### src/rtl/change_dispenser_pkg.sv
// Shared types and constants for the change dispenser: FSM state encoding,
// coin values and default hopper timing.
package change_pkg;

  typedef enum logic [2:0] {
    ST_IDLE  = 3'd0,
    ST_EJ2   = 3'd1,
    ST_GAP2  = 3'd2,
    ST_EJ1   = 3'd3,
    ST_GAP1  = 3'd4,
    ST_FAULT = 3'd5
  } state_e;

  localparam int C1          = 1;
  localparam int C2          = 2;
  localparam int DEF_TIMEOUT = 1000;
  localparam int DEF_GAP     = 4;

endpackage

### src/rtl/change_dispenser_pend_ctr.sv
// Saturating pending-coin counter: adds up to 3 coins and removes one per edge
// as a net change; flags any coin clipped by saturation on the same cycle.
module pend_ctr #(
  parameter int W = 4
) (
  input  logic         clk,
  input  logic         rst,
  input  logic [1:0]   inc,
  input  logic         dec,
  output logic [W-1:0] cnt,
  output logic         lost
);

  localparam logic [W+1:0] MAX = {2'b00, {W{1'b1}}};

  logic [W-1:0] cnt_q, cnt_d;
  logic [W+1:0] sum;

  always_comb begin
    sum = {2'b00, cnt_q} + {{W{1'b0}}, inc};
    if (dec && (cnt_q != '0)) begin
      sum = sum - {{(W+1){1'b0}}, 1'b1};
    end
    cnt_d = sum[W-1:0];
    lost  = 1'b0;
    if (sum > MAX) begin
      cnt_d = MAX[W-1:0];
      lost  = 1'b1;
    end
  end

  always_ff @(posedge clk) begin
    if (rst) begin
      cnt_q <= '0;
    end else begin
      cnt_q <= cnt_d;
    end
  end

  assign cnt = cnt_q;

endmodule

### src/rtl/change_dispenser.sv
// Coin-hopper driver: queues change requests and ejects coins one at a time
// (2-unit first) with ack handshake, release gap and timeout fault.
module change_dispenser
  import change_pkg::*;
#(
  parameter int PEND_W  = 4,
  parameter int TIMEOUT = DEF_TIMEOUT,
  parameter int GAP     = DEF_GAP
) (
  input  logic              clk,
  input  logic              rst,
  input  logic              req1,
  input  logic              req2,
  input  logic              req22,
  input  logic              ack1,
  input  logic              ack2,
  output logic              eject1,
  output logic              eject2,
  output logic              busy,
  output logic              fault,
  output logic              overflow,
  output logic [PEND_W-1:0] pending1,
  output logic [PEND_W-1:0] pending2
);

  localparam int CW = $clog2(TIMEOUT);
  localparam logic [CW-1:0] TO_LAST = CW'(TIMEOUT - 1);
  localparam logic [CW-1:0] GAP_N   = CW'(GAP);

  state_e        state_q, state_d;
  logic [CW-1:0] cnt_q, cnt_d;
  logic          lvl_q, lvl_d;
  logic          ej1_q, ej1_d;
  logic          ej2_q, ej2_d;
  logic          fault_q, fault_d;
  logic          ovf_q, ovf_d;

  logic [1:0]    inc1, inc2;
  logic          dec1, dec2;
  logic          lost1, lost2;
  logic          is1, ack_sel;
  logic [CW-1:0] gap_nxt;

  assign inc1 = req1 ? 2'(C1) : 2'd0;
  assign inc2 = {1'b0, req2} + (req22 ? 2'd2 : 2'd0);

  pend_ctr #(.W(PEND_W)) u_pend1 (
    .clk  (clk),
    .rst  (rst),
    .inc  (inc1),
    .dec  (dec1),
    .cnt  (pending1),
    .lost (lost1)
  );

  pend_ctr #(.W(PEND_W)) u_pend2 (
    .clk  (clk),
    .rst  (rst),
    .inc  (inc2),
    .dec  (dec2),
    .cnt  (pending2),
    .lost (lost2)
  );

  assign is1     = (state_q == ST_EJ1) || (state_q == ST_GAP1);
  assign ack_sel = is1 ? ack1 : ack2;

  always_comb begin
    state_d = state_q;
    cnt_d   = cnt_q;
    lvl_d   = lvl_q;
    ej1_d   = 1'b0;
    ej2_d   = 1'b0;
    fault_d = fault_q;
    ovf_d   = ovf_q | lost1 | lost2;
    dec1    = 1'b0;
    dec2    = 1'b0;
    gap_nxt = '0;
    case (state_q)
      ST_IDLE: begin
        cnt_d = '0;
        if (pending2 != '0) begin
          state_d = ST_EJ2;
          ej2_d   = 1'b1;
        end else if (pending1 != '0) begin
          state_d = ST_EJ1;
          ej1_d   = 1'b1;
        end
      end
      ST_EJ1, ST_EJ2: begin
        if (ack_sel) begin
          dec1    = is1;
          dec2    = !is1;
          state_d = is1 ? ST_GAP1 : ST_GAP2;
          cnt_d   = '0;
          lvl_d   = 1'b1;
        end else if (cnt_q == TO_LAST) begin
          state_d = ST_FAULT;
          fault_d = 1'b1;
        end else begin
          ej1_d = is1;
          ej2_d = !is1;
          cnt_d = cnt_q + CW'(1);
        end
      end
      ST_GAP1, ST_GAP2: begin
        // The shared counter measures the current run of equal ack levels.
        if (ack_sel) begin
          if (lvl_q && (cnt_q == TO_LAST)) begin
            state_d = ST_FAULT;
            fault_d = 1'b1;
          end else begin
            cnt_d = lvl_q ? cnt_q + CW'(1) : CW'(1);
            lvl_d = 1'b1;
          end
        end else begin
          gap_nxt = lvl_q ? CW'(1) : cnt_q + CW'(1);
          cnt_d   = gap_nxt;
          lvl_d   = 1'b0;
          if (gap_nxt == GAP_N) begin
            state_d = ST_IDLE;
            cnt_d   = '0;
          end
        end
      end
      default: begin
        state_d = ST_FAULT;
        fault_d = 1'b1;
      end
    endcase
  end

  always_ff @(posedge clk) begin
    if (rst) begin
      state_q <= ST_IDLE;
      cnt_q   <= '0;
      lvl_q   <= 1'b0;
      ej1_q   <= 1'b0;
      ej2_q   <= 1'b0;
      fault_q <= 1'b0;
      ovf_q   <= 1'b0;
    end else begin
      state_q <= state_d;
      cnt_q   <= cnt_d;
      lvl_q   <= lvl_d;
      ej1_q   <= ej1_d;
      ej2_q   <= ej2_d;
      fault_q <= fault_d;
      ovf_q   <= ovf_d;
    end
  end

  assign eject1   = ej1_q;
  assign eject2   = ej2_q;
  assign fault    = fault_q;
  assign overflow = ovf_q;
  assign busy     = (state_q != ST_IDLE) || (pending1 != '0) || (pending2 != '0);

endmodule

### config.mk
export PLATFORM = sky130hd
export DESIGN_NAME = change_dispenser
export DESIGN_NICKNAME = d
export VERILOG_FILES = /design/src/rtl/change_dispenser_pkg.sv /design/src/rtl/change_dispenser_pend_ctr.sv /design/src/rtl/change_dispenser.sv
export SDC_FILE = /design/constraint.sdc
export NUM_CORES = 1
export LEC_CHECK = 0
export CAP_MARGIN = 25
export CORE_MARGIN = 2
export CORE_UTILIZATION = 50
export DETAILED_ROUTE_END_ITERATION = 10
export GPL_ROUTABILITY_DRIVEN = 0
export PLACE_DENSITY = 0.77
export SLEW_MARGIN = 25
export SYNTH_ARGS = -nofsm -noshare
export SYNTH_HDL_FRONTEND = slang
export SYNTH_HIERARCHICAL = 1
export SYNTH_SLANG_ARGS = --single-unit
### constraint.sdc
create_clock -name clk -period 2.4 [get_ports clk]
set_input_delay 0.48 -clock clk [delete_from_list [all_inputs] [get_ports clk]]
set_output_delay 0.48 -clock clk [all_outputs]
set_load 0.03 [all_outputs]
## After elaboration in Yosys (flattened, before gate mapping)

Cells that the tools add are included.
Widths: inputs -> output; s select.

- Register bits: 26
- Latch bits: 0
- Bits in writable memories: 0
- Memory bits (read-only): 0
- Bits of input ports: 7
- Output and inout bits: 13
- Logic and storage cells: 104
- Memories: 0

- Add/sub/neg operators: 6
- Multipliers: 0
- Div/mod/pow operators: 0
- Magnitude comparators: 2
- Eq/ne operators: 17
- Shift operators: 0
- Muxes and demuxes: 48
- Bitwise logic cells: 3
- Reduce and logical (&&, ||, !) cells: 19

Operator list:

| operator | count |
|---|---|
| $mux 10 | 7 |
| $pmux 10 s3 | 1 |
| $mux 3 | 8 |
| $mux 1 | 22 |
| $ne 3x3->1 const B | 6 |
| $gt 6x4->1 const B | 2 |
| $mux 6 | 2 |
| $sub 6x1->6 const B | 2 |
| $add 10x1->10 const B | 1 |
| $eq 10x10->1 const B | 1 |
| $eq 10x3->1 const B | 1 |
| $ne 2x2->1 const B | 5 |
| $pmux 3 s3 | 1 |
| $mux 4 | 2 |
| $reduce_bool 4->1 | 2 |
| $eq 3x2->1 const B | 2 |
| $pmux 1 s2 | 3 |
| $reduce_and 3->1 | 2 |
| $reduce_bool 3->1 | 2 |
| $add 4x1->5 | 1 |
| $add 4x2->5 | 1 |
| $reduce_and 5->1 | 1 |
| $reduce_and 4->1 | 1 |
| $reduce_or 2->1 | 2 |
| other kinds (12) | 17 |

## Depth between registers and ports, before layout

- Depth after elaboration: 11
- Mapped depth: 11
- Mapped depth without buffers: 10

## Modules after synthesis

Netlist, hierarchy kept.

By module, submodules not included:

| module | times used | cells each | area each (um^2) | seq. area each (um^2) |
|---|---|---|---|---|
| change_dispenser | 1 | 183 | 1,336.3 | 360.3 |
| pend_ctr at u_pend1 | 1 | 45 | 406.6 | 80.1 |
| pend_ctr at u_pend2 | 1 | 47 | 402.9 | 80.1 |

## Least setup slack after synthesis

OpenSTA, ideal clock, no wires.

- Kind: register to register
- Start point: register u_pend2.cnt_q[0] (netlist: u_pend2/cnt[0])
- End point: register ovf_q (netlist: overflow)
- Setup time: 129 ps
- Arrival time: 2,375 ps
- Required time: 2,271 ps
- Setup slack: -104 ps
- Cell stages (with the launch flop): 11
- Path buffers: 0
- Clock period less this slack: 2,504 ps
- Path through: dfxtp_1 ha_1 inv_1 fa_1 ha_1 nand2_2 o2111a_1 a31oi_1 inv_1 nor3_1 nor2_1

- Word-level cells in the longest chain between the ends: 6
- Elaborated cells between the ends (all ways): 8
- Classes of those cells: add/sub: 2; order compare: 1; mux: 2; bitwise: 1; reduce/logical: 2

Ends and longest elaborated chain:

| what | line | source |
|---|---|---|
| start: declaration | change_dispenser_pend_ctr.sv:16 | `logic [W-1:0] cnt_q, cnt_d;` |
| start signal: assignment | change_dispenser_pend_ctr.sv:36 | `cnt_q <= cnt_d;` |
| $add 4x2->5 / $reduce_bool 4->1 (equally long branches) | change_dispenser_pend_ctr.sv:20, change_dispenser_pend_ctr.sv:21 |  |
| $sub 6x1->6 / $logic_and 1x1->1 (equally long branches) | change_dispenser_pend_ctr.sv:22, change_dispenser_pend_ctr.sv:21 |  |
| $mux 6 * | change_dispenser_pend_ctr.sv:21 | `if (dec && (cnt_q != '0)) begin` |
| $gt 6x4->1 * | change_dispenser_pend_ctr.sv:26 | `if (sum > MAX) begin` |
| $mux 1 * | change_dispenser_pend_ctr.sv:26 |  |
| via lost2 | change_dispenser.sv:40 | `logic lost1, lost2;` |
| $or 1x1->1 * | change_dispenser.sv:75 | `ovf_d = ovf_q \| lost1 \| lost2;` |
| end signal: assignment | change_dispenser.sv:149 | `ovf_q <= ovf_d;` |
| end: declaration | change_dispenser.sv:36 | `logic ovf_q, ovf_d;` |

Mark *: on every way through the listed nets, which the timed path passes. The rest lies on a longest branch.
A chain may end at the register's enable or synchronous reset.

## Worst setup path after layout

- Start point: register u_pend1.cnt_q[0] (netlist: u_pend1/cnt[0])
- End point: output busy

- Word-level cells in the longest chain between the ends: 3

Ends and longest elaborated chain:

| what | line | source |
|---|---|---|
| start: declaration | change_dispenser_pend_ctr.sv:16 |  |
| start signal: assignment | change_dispenser_pend_ctr.sv:36 |  |
| $reduce_bool 4->1 | change_dispenser.sv:157 | `assign busy = (state_q != ST_IDLE) \|\| (pending1 != '0) \|\| (pending2 != '0);` |
| $logic_or 1x1->1 (2 in series) | change_dispenser.sv:157 |  |
| end: declaration | change_dispenser.sv:19 | `output logic busy,` |

No other way between the ends.

==> results.tsv <==
metric	value	unit
status	finished clean	
grt_pass1_wl	9.328	mm
dp_cells	372	
io_pins	20	
max_stage_delay	550	ps
start_util	52.88	%
grt_util_all_layers	22.58	%
finalHoldViolCount	0	
setup_ws	78.58	ps
hpwl	3.944	mm
yosysWarnings	6	
start_kind	register	
fp.dieH	69.51	µm
drv_cap	0	
vias	2207	
coreArea	4058	µm²
fmax	430.8	MHz
grt_start_max_net_pins	24	
pwr_density_cell	988.9	nW/µm²
ys_types	70	
cp_max_fo	6	
finalCritPeriodShare	96.73	%
vias_per_cell	5.823	
synth_top_area_share	24.26	%
grt_overflow	0	
drt_drc_violations_left	0	
synth_top_area_cell	dfxtp_1	
first_iter_violations	152	
syn_area_per_cell	7.803	µm²
cts_buffers	3	
cp_top_family	simple AND/OR/NAND/NOR gates	
portBuffers	19	
ys.flop_type	dfxtp_1	
required	1920	ps
cts.sinks	26	
dp_slack	-417.0	ps
rsz0062_at_grt	true	
path_cells	or4_1 -> nor2_1 -> inv_1 -> dlygate4sd2_1	
worstPathArrival	1840	ps
power	2774	µW
tightest_slew	516.5	ps
crit_path_top_delay_cell	or4_1	
relSlewSlack	64.67	%
yosysSeqAreaShare	24.26	%
peakVddDrop	549.4	µV
rows	23	
cts_buffer_depth	2	
final_cell_count_no_fill	379	
drt-total-wl	5.400	mm
fillers	325	
insertion_delay	270	ps
min_path_type	reg -> reg	
yosys_register_bits	26	
die_w	69.51	µm
ant_nets	0	
end_kind	output port	
syn_area	2146	µm²
cts_tree	yes	
cp_num_buf_inv	2	
drt_first_pass_iters	4	
synth_edf_count	0	
synthArstFlopShare	0	%
layout-area-overhead-vs-synth	30.73	%
synth_area_leaders	dfxtp_1, nor2_1, ha_1	
finalSetupViolCount	0	
htree_levels	1	
grt_pass1_vias	2105	
clock_skew	7.897	ps
period_minus_slack	2321	ps
die_area	4832	µm²
critical_path_class	reg -> out	
antenna_cells	0	
leakagePower	0.001070	µW
layout-drive-gt1-share	26.44	%
finalNetCount	346	
cts-root-buf	clkbuf_8	
path_clk_slew	100	ps
antenna_found_initial	0	
wl_per_cell	14.25	µm
slew_viol_final	0	
syn_inst	275	
==> cell type report <==
| cell class | instances | area [µm²] | area share [%] |
|---|---|---|---|
| timing repair buffer | 61 | 504.2 | 17.98 |
| inverter | 19 | 71.32 | 2.542 |
| clock buffer | 4 | 55.05 | 1.963 |
| multi-input combinational | 219 | 1587 | 56.56 |
| tap | 50 | 62.56 | 2.230 |
| sequential | 26 | 525.5 | 18.73 |
==> per-layer routing <==
layer	wire [µm]	up-vias	GRT usage, %
li1	-	1110	-
met1	2546	1036	31.90
met2	2566	55	37.18
met3	238	6	2.180
met4	48	0	5.229
met5	0	-	0
==> path summary, 6_finish.rpt <==
path,to,from,slack (ps),depth (start not counted)
max reg2reg,state_q[1],cnt_q[0],110,8
max,busy,u_pend1/cnt[0],80,4
min reg2reg,fault,fault,480,2
min,fault,fault,480,2
==> report_power, final <==
| part | total, µW | internal [µW] | switching [µW] |
|---|---|---|---|
| Clock | 288 | 147 | 141 |
| Sequential | 633 | 535 | 98.6 |
| Combinational | 1850 | 865 | 987 |
| Total | 2770 | 1550 | 1230 |
==> cell usage after synthesis (all sizes together), types with 2 or more instances <==
cell type,number
nand3b,3
nor3b,2
nor4,2
nand3,10
o41ai,3
or2,4
inv,19
a32oi,2
mux2,3
nand2b,9
xor2,4
o31ai,3
ha,7
buf,10
a21o,4
mux2i,2
a211oi,4
nand4,2
a2bb2oi,2
a21oi,19
o21ai,12
xnor2,6
nor3,9
or3b,2
nor4b,2
nor2b,5
dfxtp,26
clkbuf,2
nand2,24
or4,3
o21a,5
a31oi,6
fa,2
nor2,30
o22ai,4
o311a,2
==> logic make-up after synthesis <==
family                     Yosys count  synth area share (%)
adders and majority gates            9                 5.947
buffers and inverters               31                 6.530
xor gates and xnor gates            10                 4.081
and+or+nand+nor                    114                 28.22
muxes                                5                 2.507
other                                1                0.1748
AOI/OAI and AO/OA                   79                 28.28
DFF                                 26                 24.26
==> registers in the layout, summed over array words and instances, names as in the netlist <==
name and flops:
u_pend2/cnt 4, u_pend1/cnt 4, fault 1, state_q 3, overflow 1, lvl_q 1
cnt_q 10, eject2 1, eject1 1
==> cell usage in the layout (no fill, tap or decap), drive strengths merged, types with 3 or more instances in the layout <==
cell and count:
nor2b 5, mux2 3, ha 7, o41ai 3, xor2 4, nand2b 9
dlygate4sd2 3, nand3 10, or2 4, o31ai 3, xnor2 6, o21ai 12
a21oi 19, nor3 9, inv 19, buf 42, a211oi 4, nand3b 3
a21o 4, or4 3, o21a 5, a31oi 6, dfxtp 26, clkbuf 4
nor2 30, nand2 24, o22ai 4, clkdlybuf4s50 15
==> through the flow <==
stage	util, %	TNS (ps)	hold WS, ps	cell area, µm²
2_1_floorplan	-	0	482.0	2152
3_3_place_gp	64.79	-2885	452.4	2629
3_5_place_dp	64.79	-3400	456.1	2629
4_1_cts	67.04	0	485.0	2720
5_1_grt	69.13	-29.76	543.8	2805
6_report	69.13	0	479.9	2805
==> worst register-to-register path, cell delays in order (launching register included) <==
cell and delay, ps:
dfxtp_1 330, ha_1 300, or4b_1 470, a21oi_1 160, nand4b_1 170, a221oi_4 330
o31ai_2 160, a21o_1 180, a21oi_2 120
==> repair_timing <==
item / 4_1_cts / 5_1_grt
hold buffers: 0 / 0
gates resized for setup: 9 / 16
pin swaps: 5 / 5
setup buffers: 3 / 0
setup endpoints to repair: 6 / 10
Power figures use the tool's default switching activity.
